File: src/rtl/ps2_pkg.sv
// Shared constants, frame-state type and scan-code map for the PS/2 keyboard receiver.
package ps2_pkg;

   // Set-2 prefix bytes
   localparam logic [7:0] PS2_EXT = 8'hE0;
   localparam logic [7:0] PS2_BRK = 8'hF0;

   // Set-2 make codes recognised by the board
   localparam logic [7:0] SC_0     = 8'h45;
   localparam logic [7:0] SC_1     = 8'h16;
   localparam logic [7:0] SC_2     = 8'h1E;
   localparam logic [7:0] SC_3     = 8'h26;
   localparam logic [7:0] SC_4     = 8'h25;
   localparam logic [7:0] SC_5     = 8'h2E;
   localparam logic [7:0] SC_6     = 8'h36;
   localparam logic [7:0] SC_7     = 8'h3D;
   localparam logic [7:0] SC_8     = 8'h3E;
   localparam logic [7:0] SC_9     = 8'h46;
   localparam logic [7:0] SC_H     = 8'h33;
   localparam logic [7:0] SC_F     = 8'h2B;
   localparam logic [7:0] SC_T     = 8'h2C;
   localparam logic [7:0] SC_ENTER = 8'h5A;
   localparam logic [7:0] SC_ESC   = 8'h76;
   localparam logic [7:0] SC_BKSP  = 8'h66;
   localparam logic [7:0] SC_UP    = 8'h75;
   localparam logic [7:0] SC_DOWN  = 8'h72;
   localparam logic [7:0] SC_LEFT  = 8'h6B;
   localparam logic [7:0] SC_RIGHT = 8'h74;

   // Control bytes handed to the microcontroller
   localparam logic [7:0] CTL_CR    = 8'h0D;
   localparam logic [7:0] CTL_ESC   = 8'h1B;
   localparam logic [7:0] CTL_BS    = 8'h08;
   localparam logic [7:0] CTL_UP    = 8'h11;
   localparam logic [7:0] CTL_DOWN  = 8'h12;
   localparam logic [7:0] CTL_LEFT  = 8'h13;
   localparam logic [7:0] CTL_RIGHT = 8'h14;

   typedef enum logic [1:0] {IDLE, DATA, PARITY, STOP} ps2_state_t;

   typedef struct packed {
      logic       valid;
      logic [7:0] code;
   } key_map_t;

   // Translate a make code into its ASCII/control byte; valid=0 for unmapped codes.
   function automatic key_map_t map_scan(input logic [7:0] sc, input logic ext);
      key_map_t m;
      m.valid = 1'b1;
      m.code  = 8'h00;
      if (ext) begin
         case (sc)
            SC_UP:    m.code = CTL_UP;
            SC_DOWN:  m.code = CTL_DOWN;
            SC_LEFT:  m.code = CTL_LEFT;
            SC_RIGHT: m.code = CTL_RIGHT;
            default:  m.valid = 1'b0;
         endcase
      end else begin
         case (sc)
            SC_0:     m.code = 8'h30;
            SC_1:     m.code = 8'h31;
            SC_2:     m.code = 8'h32;
            SC_3:     m.code = 8'h33;
            SC_4:     m.code = 8'h34;
            SC_5:     m.code = 8'h35;
            SC_6:     m.code = 8'h36;
            SC_7:     m.code = 8'h37;
            SC_8:     m.code = 8'h38;
            SC_9:     m.code = 8'h39;
            SC_H:     m.code = 8'h48;
            SC_F:     m.code = 8'h46;
            SC_T:     m.code = 8'h54;
            SC_ENTER: m.code = CTL_CR;
            SC_ESC:   m.code = CTL_ESC;
            SC_BKSP:  m.code = CTL_BS;
            default:  m.valid = 1'b0;
         endcase
      end
      return m;
   endfunction

endpackage

File: src/rtl/ps2_receptor_trama.sv
// PS/2 frame receiver: synchronisers, clock glitch filter, frame FSM and mid-frame timeout.
// Emits a one-cycle byte_valid pulse with byte_data for every frame with good parity and stop bit.
module ps2_receptor_trama
   import ps2_pkg::*;
#(
   parameter int FILTER_LEN     = 8,
   parameter int TIMEOUT_CYCLES = 200000
) (
   input  logic       clk,
   input  logic       reset,
   input  logic       ps2data,
   input  logic       ps2clk,
   output logic       byte_valid,
   output logic [7:0] byte_data
);

   localparam int FW = $clog2(FILTER_LEN + 1);
   localparam int TW = $clog2(TIMEOUT_CYCLES + 1);

   logic [1:0]    clk_sync, data_sync;
   logic          clk_filt, fall_edge, sample, timeout;
   logic [FW-1:0] filt_cnt;
   logic [TW-1:0] to_cnt;
   logic [7:0]    shift;
   logic [2:0]    bit_cnt;
   logic          parity_bit;
   ps2_state_t    state, next_state;

   assign sample  = data_sync[1];
   assign timeout = (to_cnt == TW'(TIMEOUT_CYCLES - 1));

   // Two-flop synchronisers for both PS/2 lines
   always_ff @(posedge clk or posedge reset) begin
      // NOTE: the sync flops reset to the idle bus level (high) so releasing reset never fakes an edge.
      if (reset) begin
         clk_sync  <= 2'b11;
         data_sync <= 2'b11;
      end else begin
         clk_sync  <= {clk_sync[0], ps2clk};
         data_sync <= {data_sync[0], ps2data};
      end
   end

   // Glitch filter: accept a new clock level after FILTER_LEN identical samples; flag falling edges
   always_ff @(posedge clk or posedge reset) begin
      if (reset) begin
         clk_filt  <= 1'b1;
         filt_cnt  <= '0;
         fall_edge <= 1'b0;
      end else begin
         fall_edge <= 1'b0;
         if (clk_sync[1] == clk_filt) begin
            filt_cnt <= '0;
         end else if (filt_cnt == FW'(FILTER_LEN - 1)) begin
            clk_filt  <= clk_sync[1];
            filt_cnt  <= '0;
            fall_edge <= clk_filt;
         end else begin
            filt_cnt <= filt_cnt + FW'(1);
         end
      end
   end

   // Idle-cycle counter; restarts on every edge and stays cleared in IDLE
   always_ff @(posedge clk or posedge reset) begin
      if (reset) begin
         to_cnt <= '0;
      end else if (state == IDLE || fall_edge) begin
         to_cnt <= '0;
      end else begin
         to_cnt <= to_cnt + TW'(1);
      end
   end

   // Frame state register
   always_ff @(posedge clk or posedge reset) begin
      if (reset) state <= IDLE;
      else       state <= next_state;
   end

   // Next-state logic: edges advance the frame, a timeout abandons it
   always_comb begin
      // NOTE: default first so every path assigns next_state and no latch is inferred.
      next_state = state;
      if (fall_edge) begin
         case (state)
            IDLE:    if (!sample) next_state = DATA;
            DATA:    if (bit_cnt == 3'd7) next_state = PARITY;
            PARITY:  next_state = STOP;
            STOP:    next_state = IDLE;
            default: next_state = IDLE;
         endcase
      end else if (timeout) begin
         next_state = IDLE;
      end
   end

   // Frame datapath: LSB-first shift register, bit counter and parity capture
   always_ff @(posedge clk or posedge reset) begin
      if (reset) begin
         shift      <= '0;
         bit_cnt    <= '0;
         parity_bit <= 1'b0;
      end else if (fall_edge) begin
         case (state)
            IDLE: bit_cnt <= '0;
            DATA: begin
               shift   <= {sample, shift[7:1]};
               bit_cnt <= bit_cnt + 3'd1;
            end
            PARITY:  parity_bit <= sample;
            default: ;
         endcase
      end
   end

   // Output: validate on the stop edge (stop bit high, odd parity over data+parity)
   always_comb begin
      // NOTE: combinational blocks use blocking '=', clocked blocks use '<='.
      byte_valid = 1'b0;
      byte_data  = shift;
      if (state == STOP && fall_edge && sample && (^{parity_bit, shift}))
         byte_valid = 1'b1;
   end

endmodule

File: src/rtl/receptor_teclado_ps2.sv
// PS/2 keyboard receiver top: prefix/break decoding, scan-code map and key FIFO read through port_id.
module receptor_teclado_ps2
   import ps2_pkg::*;
#(
   parameter logic [7:0] PORT_ASCII     = 8'h02,
   parameter int         FILTER_LEN     = 8,
   parameter int         TIMEOUT_CYCLES = 200000,
   parameter int         FIFO_DEPTH     = 4
) (
   input  logic       clk,
   input  logic       reset,
   input  logic       ps2data,
   input  logic       ps2clk,
   input  logic [7:0] port_id,
   input  logic       read_strobe,
   output logic [7:0] ascii_code
);

   localparam int AW = $clog2(FIFO_DEPTH);
   localparam int CW = AW + 1;

   logic          byte_valid;
   logic [7:0]    byte_data;
   logic          ext, brk;
   logic          map_valid;
   logic [7:0]    map_data;
   key_map_t      mapped;
   logic [7:0]    mem [FIFO_DEPTH];
   logic [AW-1:0] wr_ptr, rd_ptr;
   logic [CW-1:0] count;
   logic          full, empty, push, pop;

   ps2_receptor_trama #(
      .FILTER_LEN     (FILTER_LEN),
      .TIMEOUT_CYCLES (TIMEOUT_CYCLES)
   ) u_trama (
      .clk        (clk),
      .reset      (reset),
      .ps2data    (ps2data),
      .ps2clk     (ps2clk),
      .byte_valid (byte_valid),
      .byte_data  (byte_data)
   );

   assign mapped = map_scan(byte_data, ext);
   assign full   = (count == CW'(FIFO_DEPTH));
   assign empty  = (count == '0);
   assign pop    = read_strobe && (port_id == PORT_ASCII) && !empty;
   assign push   = map_valid && (!full || pop);

   // Decoder: track E0/F0 prefixes, drop break sequences, register the mapped key
   always_ff @(posedge clk or posedge reset) begin
      if (reset) begin
         ext       <= 1'b0;
         brk       <= 1'b0;
         map_valid <= 1'b0;
         map_data  <= '0;
      end else begin
         map_valid <= 1'b0;
         if (byte_valid) begin
            if (byte_data == PS2_EXT) begin
               ext <= 1'b1;
            end else if (byte_data == PS2_BRK) begin
               brk <= 1'b1;
            end else begin
               if (!brk) begin
                  map_valid <= mapped.valid;
                  map_data  <= mapped.code;
               end
               ext <= 1'b0;
               brk <= 1'b0;
            end
         end
      end
   end

   // FIFO storage write
   always_ff @(posedge clk) begin
      // NOTE: storage is not reset; count/pointers define which entries are meaningful.
      if (push) mem[wr_ptr] <= map_data;
   end

   // FIFO pointers and occupancy
   always_ff @(posedge clk or posedge reset) begin
      if (reset) begin
         wr_ptr <= '0;
         rd_ptr <= '0;
         count  <= '0;
      end else begin
         if (push) wr_ptr <= wr_ptr + AW'(1);
         if (pop)  rd_ptr <= rd_ptr + AW'(1);
         case ({push, pop})
            2'b10:   count <= count + CW'(1);
            2'b01:   count <= count - CW'(1);
            default: ;
         endcase
      end
   end

   assign ascii_code = empty ? 8'h00 : mem[rd_ptr];

endmodule

File: config.mk
export PLATFORM = sky130hd
export DESIGN_NAME = receptor_teclado_ps2
export DESIGN_NICKNAME = d
export VERILOG_FILES = /design/src/rtl/ps2_pkg.sv /design/src/rtl/ps2_receptor_trama.sv /design/src/rtl/receptor_teclado_ps2.sv
export SDC_FILE = /design/constraint.sdc
export NUM_CORES = 1
export LEC_CHECK = 0
export CAP_MARGIN = 5
export CORE_MARGIN = 8
export CORE_UTILIZATION = 55
export DETAILED_ROUTE_END_ITERATION = 16
export PLACE_DENSITY_LB_ADDON = 0.12
export SLEW_MARGIN = 20
export SYNTH_ARGS = -nofsm -noshare
export SYNTH_HDL_FRONTEND = slang
export SYNTH_HIERARCHICAL = 1
export SYNTH_SLANG_ARGS = --single-unit
File: constraint.sdc
create_clock -name clk -period 1.96 [get_ports clk]
set_input_delay 0.294 -clock clk [delete_from_list [all_inputs] [get_ports clk]]
set_output_delay 0.294 -clock clk [all_outputs]
set_load 0.05 [all_outputs]
==> metrics.cfg <==
[run_status]
status = finished with violations
violations = negative setup slack

[sta]
fin_ws_ps = -185
finalHoldViolCount = 0
fin_tns_setup_ps = -1040
fin_crit_ps = 2140
rsz0062_at_grt = true
whs_ps = 316
drv_slew = 0
setup_viol = 8
relSlewSlack_pct = 57.7
period_share_pct = 109
tightest_slew_ps = 634
fmax_ghz = 0.466
worst_clock_skew_ps = 13.3

[floorplan]
core_area_um2 = 8090
io_pins = 21
die_w_um = 107
rows = 33
initial_core_util_pct = 55.9
dieArea_um2 = 11400
die_h_um = 107

[placement]
numPortBuffers = 19
dp.cells = 537
gp_congestion = 0.866
dp_hpwl_mm = 6.21
place_ws_ps = -283

[finish]
final_common_cell = dfrtp_1
instances_no_fill = 561
antenna_cells_inserted = 0
syn_to_final_growth_pct = 20.5
regArea_um2 = 2330
layout.nets = 478
nFillCells = 638
multi_input_comb_area_um2 = 2150
layout_common_cells = dfrtp_1, buf_4, nor2_1
drive_gt1_share_pct = 28.5
postLayoutCoreUtil_pct = 67.3

[clocking]
insertion_delay_ps = 350
cts_buffers = 9
cts_buffer_depth = 2
cts_sinks = 87
htree_num_levels = 3
cts_tree = built
clk_pin_slew_ps = 100
postCtsHoldBufs = 0
cts_root_buf = clkbuf_8

[routing]
drc = 0
wl_per_cell_um = 15.3
ant_nets = 0
routed_wl_mm = 8.61
dr.pass1.iters = 4
first_iter_violations = 229
vias_per_cell = 5.56
vias = 3120

[logic_synthesis]
async_reset_ff_share_pct = 67.8
ys_warn_count = 6
synth_edf_count = 28
synth-seq-area-share_pct = 51.4
syn_nets = 422
yosysUniqueCellTypes = 69
ys_dominant_reg_cell = dfrtp_1
avgSynthCellArea_um2 = 11.4
netlist_area_um2 = 4520
synth-seq-cells = 87
synthCells = 395

[pwr]
peakVddDrop_mv = 0.366
p_per_area_nw_per_um2 = 601
p_leak_nw = 2.20

[global_routing]
grt_overflow_total = 0
antenna_found_initial = 0
grt_pass1_wl_mm = 14.8
grt_pass1_vias = 3131
grt_start_max_net_pins = 23
grt_use_total_pct = 16.1

[worst_setup_path]
required_ps = 2200
critPathArrivalTime_ps = 2380
critPathKind = reg2reg
crit_fanout = 6
crit_path_end_kind = register
worst_setup_path_start_kind = register

[run]
max-cap-violations = 0

[worst_hold_path]
hp-class = in2async

## sequential cells by signal (all words and copies together), names as in the netlist, 2 cells and up
signal and cells:
count 3, map_data 7, mem 28, rd_ptr 2, u_trama/bit_cnt 3, u_trama/byte_data 8, u_trama/clk_sync 2, u_trama/data_sync 2
u_trama/filt_cnt 4, u_trama/state 2, u_trama/to_cnt 18, wr_ptr 2
## cells in the mapped netlist, types with 4 or more instances
cell type / number / area share (%)
a21oi_1: 17 / 1.9
and2_1: 5 / 0.69
buf_2: 7 / 0.77
clkbuf_1: 4 / 0.33
dfrtp_1: 54 / 30
dfstp_2: 5 / 2.9
edfxtp_1: 28 / 19
ha_1: 13 / 3.6
inv_1: 21 / 1.7
mux2_2: 11 / 2.7
mux4_2: 7 / 3.5
nand2_1: 26 / 2.2
nand2b_1: 7 / 0.97
nand3_1: 14 / 1.6
nand4_1: 6 / 0.83
nor2_1: 31 / 2.6
nor2b_1: 11 / 1.5
nor3b_1: 4 / 0.66
nor4_1: 5 / 0.69
o21ai_0: 10 / 1.1
o21ai_1: 7 / 0.77
or3_1: 6 / 0.83
xnor2_1: 18 / 3.5
xor2_1: 7 / 1.4
## critical path: stages (launching register included)
cell and delay, ps:
dfrtp_1 400, xnor2_1 160, xnor3_1 450, xnor2_2 150, nor2_2 150, inv_2 60, a31oi_4 180, nand2b_4 110
nor4b_4 260, a22oi_1 110
## area by class of cell
| cell class | count | area share, % |
|---|---|---|
| Multi-Input combinational cell | 270 | 39.5 |
| Inverter | 21 | 1.45 |
| Timing Repair Buffer | 62 | 10.5 |
| Clock buffer | 10 | 2.53 |
| Clock inverter | 6 | 0.896 |
| Tap cell | 105 | 2.41 |
| Sequential cell | 87 | 42.7 |
## where the power goes
part	internal, mW	switching [mW]	leakage, nW
clock	0.514	0.667	0.0933
combinational	0.0754	0.0754	1.01
sequential	1.91	0.0309	1.10
total	2.50	0.773	2.20
## cells by family (layout without fill, tap and decap cells)
kind of cell	Yosys count	in the layout	share of synthesized area [%]
DFF	87	87	51.4
adders and majority gates	14	14	4.04
xor gates and xnor gates	26	26	5.34
other	1	1	0.0830
muxes	18	18	6.23
and+or+nand+nor	149	149	19.5
buffers and inverters	38	99	4.23
AOI/OAI and AO/OA	62	62	9.19
## final timing paths
check	startpoint	to	slack, ps	depth (start not counted)
max in group asynchronous	reset	rd_ptr[0]$_DFFE_PP0N_	1150	2
setup reg to reg	u_trama/byte_data[3]$_DFFE_PP0P_	map_data[4]$_DFFE_PP0P_	-180	9
hold reg to reg	u_trama/data_sync[0]$_DFF_PP1_	u_trama/data_sync[1]$_DFF_PP1_	350	0
setup / recovery	u_trama/byte_data[3]$_DFFE_PP0P_	map_data[4]$_DFFE_PP0P_	-180	9
min in group clk	u_trama/data_sync[0]$_DFF_PP1_	u_trama/data_sync[1]$_DFF_PP1_	350	0
hold / removal	reset	u_trama/filt_cnt[3]$_DFF_PP0_	320	3
## metal layers
metal  vias to the layer above  routed length (µm)  global-route usage (%)
li1                       1534                   -                       -
met2                        53                4280                    26.8
met4                         0                 174                    7.64
met3                        15                 302                    2.94
met5                         -                   0                       0
met1                      1518                3850                    19.7
## timing repair
| item | in CTS | in global routing |
|---|---|---|
| pin swaps | 2 | 10 |
| setup endpoints to repair | 15 | 22 |
| gates resized for setup | 22 | 14 |
| buffers inserted | 4 | 4 |
## metrics by stage
| step | instance area [µm²] | power (mW) |
|---|---|---|
| floorplan | 4550 | 2.07 |
| global placement | 5040 | 2.12 |
| detailed placement | 5040 | 2.13 |
| CTS | 5360 | 3.31 |
| global route | 5450 | 3.40 |
| finish | 5450 | 3.27 |
Note: power is estimated with default switching activity, not from simulation.
